`config.mk`:
```
export PLATFORM = sky130hd
export DESIGN_NAME = uart_rx_fifo_flat
export DESIGN_NICKNAME = d
export VERILOG_FILES = /design/src/rtl/uart_rx_fifo_if.sv /design/src/rtl/uart_rx_fifo.sv /design/src/flat_wrapper.sv
export SDC_FILE = /design/constraint.sdc
export NUM_CORES = 1
export LEC_CHECK = 0
export ABC_CLOCK_PERIOD_IN_PS = 3200
export CORE_MARGIN = 2
export CORE_UTILIZATION = 30
export CTS_CLUSTER_SIZE = 40
export DETAILED_ROUTE_END_ITERATION = 7
export GPL_TIMING_DRIVEN = 1
export HOLD_SLACK_MARGIN = 0.03
export PLACE_DENSITY = 0.53
export SKIP_LAST_GASP = 1
export SYNTH_ARGS = -nofsm -noshare
export SYNTH_HDL_FRONTEND = slang
export SYNTH_SLANG_ARGS = --single-unit
```
`constraint.sdc`:
```
create_clock -name clk -period 3.2 [get_ports clk]
set_clock_uncertainty 0.1 [all_clocks]
set_input_delay 0.64 -clock clk [delete_from_list [all_inputs] [get_ports clk]]
set_output_delay 0.64 -clock clk [all_outputs]
set_load 0.02 [all_outputs]
```
`src/rtl/uart_rx_fifo_if.sv`:
```
// Byte-stream interface between a UART receiver, the RX FIFO and its consumer.
// The slave modport is the FIFO side; the master modport is the receiver/consumer side.
interface uart_rx_fifo_if #(
    parameter int DEPTH = 16,
    parameter int CW    = $clog2(DEPTH) + 1
);
    logic          uart_rx_valid;
    logic [7:0]    uart_rx_data;
    logic          uart_rx_break;
    logic          rd_valid;
    logic          rd_ready;
    logic [7:0]    rd_data;
    logic [CW-1:0] fill_level;
    logic          overflow;
    logic          flag_clear;
    logic          break_seen;

    modport slave (
        input  uart_rx_valid, uart_rx_data, uart_rx_break, rd_ready, flag_clear,
        output rd_valid, rd_data, fill_level, overflow, break_seen
    );

    modport master (
        output uart_rx_valid, uart_rx_data, uart_rx_break, rd_ready, flag_clear,
        input  rd_valid, rd_data, fill_level, overflow, break_seen
    );
endinterface

```
`src/rtl/uart_rx_fifo.sv`:
```
// First-word fall-through byte FIFO behind a UART receiver, with sticky overflow/break flags.
// Optional macro UART_RX_FIFO_BREAK_FLUSH_EN: a break pulse flushes the FIFO and sets break_seen.
module uart_rx_fifo #(
    parameter int DEPTH = 16,
    parameter int CW    = $clog2(DEPTH) + 1
) (
    input  logic            clk,
    input  logic            reset,
    uart_rx_fifo_if.slave   bus
);
    localparam int AW = $clog2(DEPTH);

    logic [7:0]    mem_q [DEPTH];
    logic [AW-1:0] wr_ptr_q, wr_ptr_d;
    logic [AW-1:0] rd_ptr_q, rd_ptr_d;
    logic [CW-1:0] fill_q, fill_d;
    logic          rd_valid_q;
    logic          ovf_q, ovf_d;
    logic          push, pop, drop, flush;

`ifdef UART_RX_FIFO_BREAK_FLUSH_EN
    logic          brk_q, brk_d;
`else
    logic          unused_break;
    assign unused_break = bus.uart_rx_break;
`endif

    always_comb begin
        flush = 1'b0;
`ifdef UART_RX_FIFO_BREAK_FLUSH_EN
        flush = bus.uart_rx_break;
`endif
        pop  = rd_valid_q & bus.rd_ready;
        // A full FIFO still accepts a byte when a pop frees a slot on the same edge.
        push = bus.uart_rx_valid & ((fill_q != CW'(DEPTH)) | pop) & ~flush;
        drop = bus.uart_rx_valid & ~push & ~flush;

        wr_ptr_d = push ? wr_ptr_q + AW'(1) : wr_ptr_q;
        rd_ptr_d = pop  ? rd_ptr_q + AW'(1) : rd_ptr_q;
        case ({push, pop})
            2'b10:   fill_d = fill_q + CW'(1);
            2'b01:   fill_d = fill_q - CW'(1);
            default: fill_d = fill_q;
        endcase
        if (flush) begin
            wr_ptr_d = '0;
            rd_ptr_d = '0;
            fill_d   = '0;
        end

        // Set events win over a simultaneous clear.
        ovf_d = drop ? 1'b1 : (bus.flag_clear ? 1'b0 : ovf_q);
`ifdef UART_RX_FIFO_BREAK_FLUSH_EN
        brk_d = flush ? 1'b1 : (bus.flag_clear ? 1'b0 : brk_q);
`endif
    end

    always_ff @(posedge clk) begin
        if (reset) begin
            wr_ptr_q   <= '0;
            rd_ptr_q   <= '0;
            fill_q     <= '0;
            rd_valid_q <= 1'b0;
            ovf_q      <= 1'b0;
`ifdef UART_RX_FIFO_BREAK_FLUSH_EN
            brk_q      <= 1'b0;
`endif
        end else begin
            wr_ptr_q   <= wr_ptr_d;
            rd_ptr_q   <= rd_ptr_d;
            fill_q     <= fill_d;
            rd_valid_q <= (fill_d != '0);
            ovf_q      <= ovf_d;
`ifdef UART_RX_FIFO_BREAK_FLUSH_EN
            brk_q      <= brk_d;
`endif
        end
    end

    // Storage carries no reset; stale entries are unreachable once the pointers clear.
    always_ff @(posedge clk) begin
        if (push) mem_q[wr_ptr_q] <= bus.uart_rx_data;
    end

    assign bus.rd_valid   = rd_valid_q;
    assign bus.rd_data    = rd_valid_q ? mem_q[rd_ptr_q] : 8'h00;
    assign bus.fill_level = fill_q;
    assign bus.overflow   = ovf_q;
`ifdef UART_RX_FIFO_BREAK_FLUSH_EN
    assign bus.break_seen = brk_q;
`else
    assign bus.break_seen = 1'b0;
`endif
endmodule

```
`src/flat_wrapper.sv`:
```
// flat-port wrapper written by rule: the top's interface ports become plain ports
module uart_rx_fifo_flat 
#(
    parameter int DEPTH = 16,
    parameter int CW    = $clog2(DEPTH) + 1
)
  (clk, reset, bus_uart_rx_valid, bus_uart_rx_data, bus_uart_rx_break, bus_rd_ready, bus_flag_clear, bus_rd_valid, bus_rd_data, bus_fill_level, bus_overflow, bus_break_seen);
  uart_rx_fifo_if #(.DEPTH(DEPTH), .CW(CW)) bus_i ();
  input  logic clk;
  input  logic reset;
  input wire logic [$bits(bus_i.uart_rx_valid)-1:0] bus_uart_rx_valid;
  input wire logic [$bits(bus_i.uart_rx_data)-1:0] bus_uart_rx_data;
  input wire logic [$bits(bus_i.uart_rx_break)-1:0] bus_uart_rx_break;
  input wire logic [$bits(bus_i.rd_ready)-1:0] bus_rd_ready;
  input wire logic [$bits(bus_i.flag_clear)-1:0] bus_flag_clear;
  output wire logic [$bits(bus_i.rd_valid)-1:0] bus_rd_valid;
  output wire logic [$bits(bus_i.rd_data)-1:0] bus_rd_data;
  output wire logic [$bits(bus_i.fill_level)-1:0] bus_fill_level;
  output wire logic [$bits(bus_i.overflow)-1:0] bus_overflow;
  output wire logic [$bits(bus_i.break_seen)-1:0] bus_break_seen;
  assign bus_i.uart_rx_valid = bus_uart_rx_valid;
  assign bus_i.uart_rx_data = bus_uart_rx_data;
  assign bus_i.uart_rx_break = bus_uart_rx_break;
  assign bus_i.rd_ready = bus_rd_ready;
  assign bus_i.flag_clear = bus_flag_clear;
  assign bus_rd_valid = bus_i.rd_valid;
  assign bus_rd_data = bus_i.rd_data;
  assign bus_fill_level = bus_i.fill_level;
  assign bus_overflow = bus_i.overflow;
  assign bus_break_seen = bus_i.break_seen;
  uart_rx_fifo #(.DEPTH(DEPTH), .CW(CW)) u_core (.clk(clk), .reset(reset), .bus(bus_i));
endmodule
```
After elaboration in Yosys (flattened, before gate mapping)
Memory sizes are Yosys's and may differ from the RTL's. A register that Yosys moved wholly into a read port is not among the register bits.
Cells that the tools add are included.

operators by class
  $add $sub $neg = 4
  eq/ne operators = 3
  muxes and demuxes = 8
  bitwise gates (word level) = 5
  reduce and logical (&&, ||, !) cells = 2

operators with widths
  operator             count
  $pmux 5 s2           1
  $add 4x1->4 const B  2
  $mux 4               2
  $mux 8               1
  $add 5x1->5 const B  1
  $ne 5x5->1 const B   1
  $reduce_bool 5->1    1
  $sub 5x1->5 const B  1
  $mux 1               4
  $and 1x1->1          3
  $eq 2x1->1 const B   1
  $eq 2x2->1 const B   1
  $reduce_bool 2->1    1
  $not 1->1            1
  $or 1x1->1           1

storage, ports and cells
  bits in registers = 15
  memory bits (writable) = 128
  word-level logic and storage cells = 28
  memories = 1

memory list
  memory        words  width  rd ports  clocked after memory_dff  write ports  line                text
  u_core.mem_q  16     8      1         1                         1            uart_rx_fifo.sv:13  logic [7:0] mem_q [DEPTH];

Depth between registers and ports, before layout
  depth after elaboration = 6
  mapped depth = 8
  depth with buffers taken out = 8

Worst setup path after synthesis
Ideal clock, no wire load.

  path kind = register -> output
  start = register with a tool-made name
  end = output bus_rd_data[0]
  data arrival time = 1809 ps
  data required time = 2460 ps
  path slack = 651 ps
  stages on the path, launching flop included = 6
  cell sequence = dfxtp_1 buf_2 buf_6 mux4_2 mux4_2 and2_1

RTL lines
  item              line                text
  end: declaration  flat_wrapper.sv:17  output wire logic [$bits(bus_i.rd_data)-1:0] bus_rd_data;

==> reports/summary.txt <==
Status -> finished, final reports clean
Clock buffer count from CTS -> 17
Worst-skew pair later-pin latency -> 0.41 ns
Post-route cell area -> 0.00734 mm2
Hold-fix buffers, CTS -> 0
Yosys reg bits -> 147
First-iteration detailed-routing DRC count -> 166
CP Data Arrival Time -> 2.37 ns
Pwr Total -> 4.87 mW
CP Max Fanout -> 7
Crit path kind -> reg2out
Worst Tran Pin Value -> 0.598 ns
Placed cell area -> 0.00663 mm2
Maxcap violations -> 0
All-layer global routing usage -> 12.8%
DR DRC count -> 0
Hold depth -> 2
Avg Synthesized Cell Area -> 19.1 um2
ANT cells -> 0
Htree depth -> 4
Number of clock sinks -> 147
Final setup margin -> 0.0887 ns
Top_reg_cell synth -> edfxtp_1
WL final -> 12200 um
Std cell rows -> 51
Post-Syn Area -> 0.00587 mm2
PortBufs -> 27
Critical Path RT -> 2.46 ns
Routed len/inst -> 18.9 um
Final Cycle Share -> 97.2%
LEAKAGE -> 2.42 nW
Vias in the first global route -> 3152
HP Start -> u_core.bus.overflow$_SDFFE_PP0P_
Share of cells above drive strength 1 -> 29.8%
HPWL reported at the end of detailed placement -> 7680 um
Die ar. -> 0.0207 mm2
GR Overflow Total -> 0
TritonCTS clock tree -> yes
Layout net count -> 392
Largest net degree at the start of global routing -> 33
Cells after Synth -> 308
FF-to-FF End -> u_core.mem_q[12][1]$_DFFE_PP_
ANT nets after route -> 0
First-pass GRT wire length -> 18300 um
R2r startpoint -> u_core.bus.fill_level[0]$_SDFF_PP0_
Initial core utilization -> 30.4%
# setup viols final -> 0
Max Slew Vio Count -> 0
Die height -> 144 um
Core Area -> 0.0193 mm2
Synth-to-Final Area Change -> 25.0%
Post-synth EDFFs -> 128
Worst hold path type -> reg2reg
Worst-path clk slew -> 0.06 ns
CTS root buffer -> clkbuf_16
Syn Nets -> 331
Place WS -> 0.0594 ns
P per Cell Area -> 663 mW/mm2
Worst VDD drop -> 0.361 mV
Yosys warns -> 0
Finished Core Util -> 38.0%
CP endpoint kind -> primary output
Flop2flop setup slack -> 0.98 ns
TritonRoute pass-1 iters -> 4
Sequential-to-total area share from yosys stat -> 72.0%
Vias/cell -> 4.59
Cell accounting for the most synthesized area -> edfxtp_1
Final Hold Fails -> 0
Initial antenna violation count -> 0
RSZ-0062 raised after global routing -> no
Fmax -> 321 MHz
Yosys cell types -> 34
Fin crit period -> 3.11 ns
Synth async-reset ratio -> 0%
Die width -> 144 um
Reg2Reg Depth -> 4
Slew headroom -> 60.0%
Final GP Congestion -> 0.799
Via Count -> 2970
Yosys top cell area share -> 65.5%
Synth area leaders -> edfxtp_1 (65%), mux4_2 (15%), dfxtp_1 (6.5%), ha_1 (1.7%), and2_1 (1.4%)
Max clock buf depth -> 2
I/O pins -> 30
Critical Path Source Type -> register
Hold EP -> u_core.bus.overflow$_SDFFE_PP0P_
## state kept, by name (all words and copies together), names as in the netlist, named ones only
signal	cells
u_core.mem_q	128
u_core.rd_ptr_q	4
u_core.bus.rd_valid	1
u_core.bus.overflow	1
u_core.bus.fill_level	5
u_core.wr_ptr_q	4
## cell usage after synthesis (5+ instances only)
cell type,n
ha_1,8
mux4_2,40
inv_1,7
nor2_1,18
and2_1,13
xor2_1,6
dfxtp_1,19
buf_1,5
clkbuf_1,5
a21oi_1,8
edfxtp_1,128
nand2_1,9
## placed cells by master, fill, tap and decap left out, types with 3 or more instances in the layout
master,count
a21oi_1,8
and2_1,12
buf_12,3
buf_2,5
buf_4,25
buf_6,3
bufinv_16,6
clkbuf_16,17
clkdlybuf4s50_1,19
dfxtp_1,18
edfxtp_1,128
ha_1,8
inv_1,7
mux4_2,40
nand2_1,9
nand3_1,3
nand4_1,3
nor2_1,18
nor3_1,4
nor4_2,5
o21ai_0,3
xnor2_1,4
xor2_1,6
## per-stage QoR
step                      TNS, ns  std cells  hold WS, ns
after global routing            0        647        0.393
after detailed placement        0        610        0.372
final                           0        647        0.376
after CTS                 -0.0809        645        0.386
after floorplan                 0        308        0.368
after global placement          0        610        0.367
## power by group
part	total, mW	switching [mW]	internal, mW
registers	2.17	0.0378	2.13
clock network	2.22	0.755	1.46
logic	0.481	0.234	0.247
total	4.87	1.03	3.84
## worst max-delay path, cell delays in order, from the launching register on
cell	delay (ns)
dfxtp_4	0.45
buf_16	0.16
buf_6	0.10
mux4_2	0.47
mux4_2	0.45
and2_1	0.17
buf_4	0.15
## cell families (layout without fill, tap and decap cells)
kind of cell               count (synthesis)  count (layout)  synth area share, %
DFF                                      147             147                 72.0
and+or+nand+nor                           60              60                 5.22
muxes                                     42              42                 15.7
buffers and inverters                     22              96                 1.88
AOI/OAI and AO/OA                         17              17                 1.66
xor gates and xnor gates                  10              10                 1.49
adders and majority gates                  9               9                 2.05
other                                      1               1               0.0639
## how the worst max path moves through the flow
stage / from / end / slack (ns) / cells after the start
final: register / bus_rd_data[3] / 0.09 / 6
after global routing: register / bus_rd_data[3] / 0.005 / 6
after CTS: register / bus_rd_data[0] / -0.08 / 5
after detailed placement: register / bus_rd_data[0] / 0.06 / 5
after global placement: register / bus_rd_data[6] / 0.07 / 5
after floorplan: register / bus_rd_data[0] / 0.65 / 5
## area by class of cell
type | instances | area (um2)
fill | 1790 | 12000
clock buffer | 19 | 433
tap | 265 | 332
sequential | 147 | 4230
multi-input combinational | 139 | 1560
timing repair buffer | 57 | 529
clock inverter | 13 | 229
inverter | 7 | 26.3
## routing by layer
metal / vias up / track usage [%] / share of wire (%)
met1: 1543 / 15.7 / 43
met4: 0 / 5.01 / 1.5
met5: - / 0 / 0
met3: 17 / 3.73 / 4.7
li1: 1345 / - / -
met2: 65 / 21.3 / 51
## repair_timing
item / CTS / global route
cloned: 1 / 0
setup endpoints to repair: 8 / 4
pin swaps: 0 / 1
setup buffers: 2 / 2
gates resized for setup: 35 / 7
(Power assumes the default switching activity.)
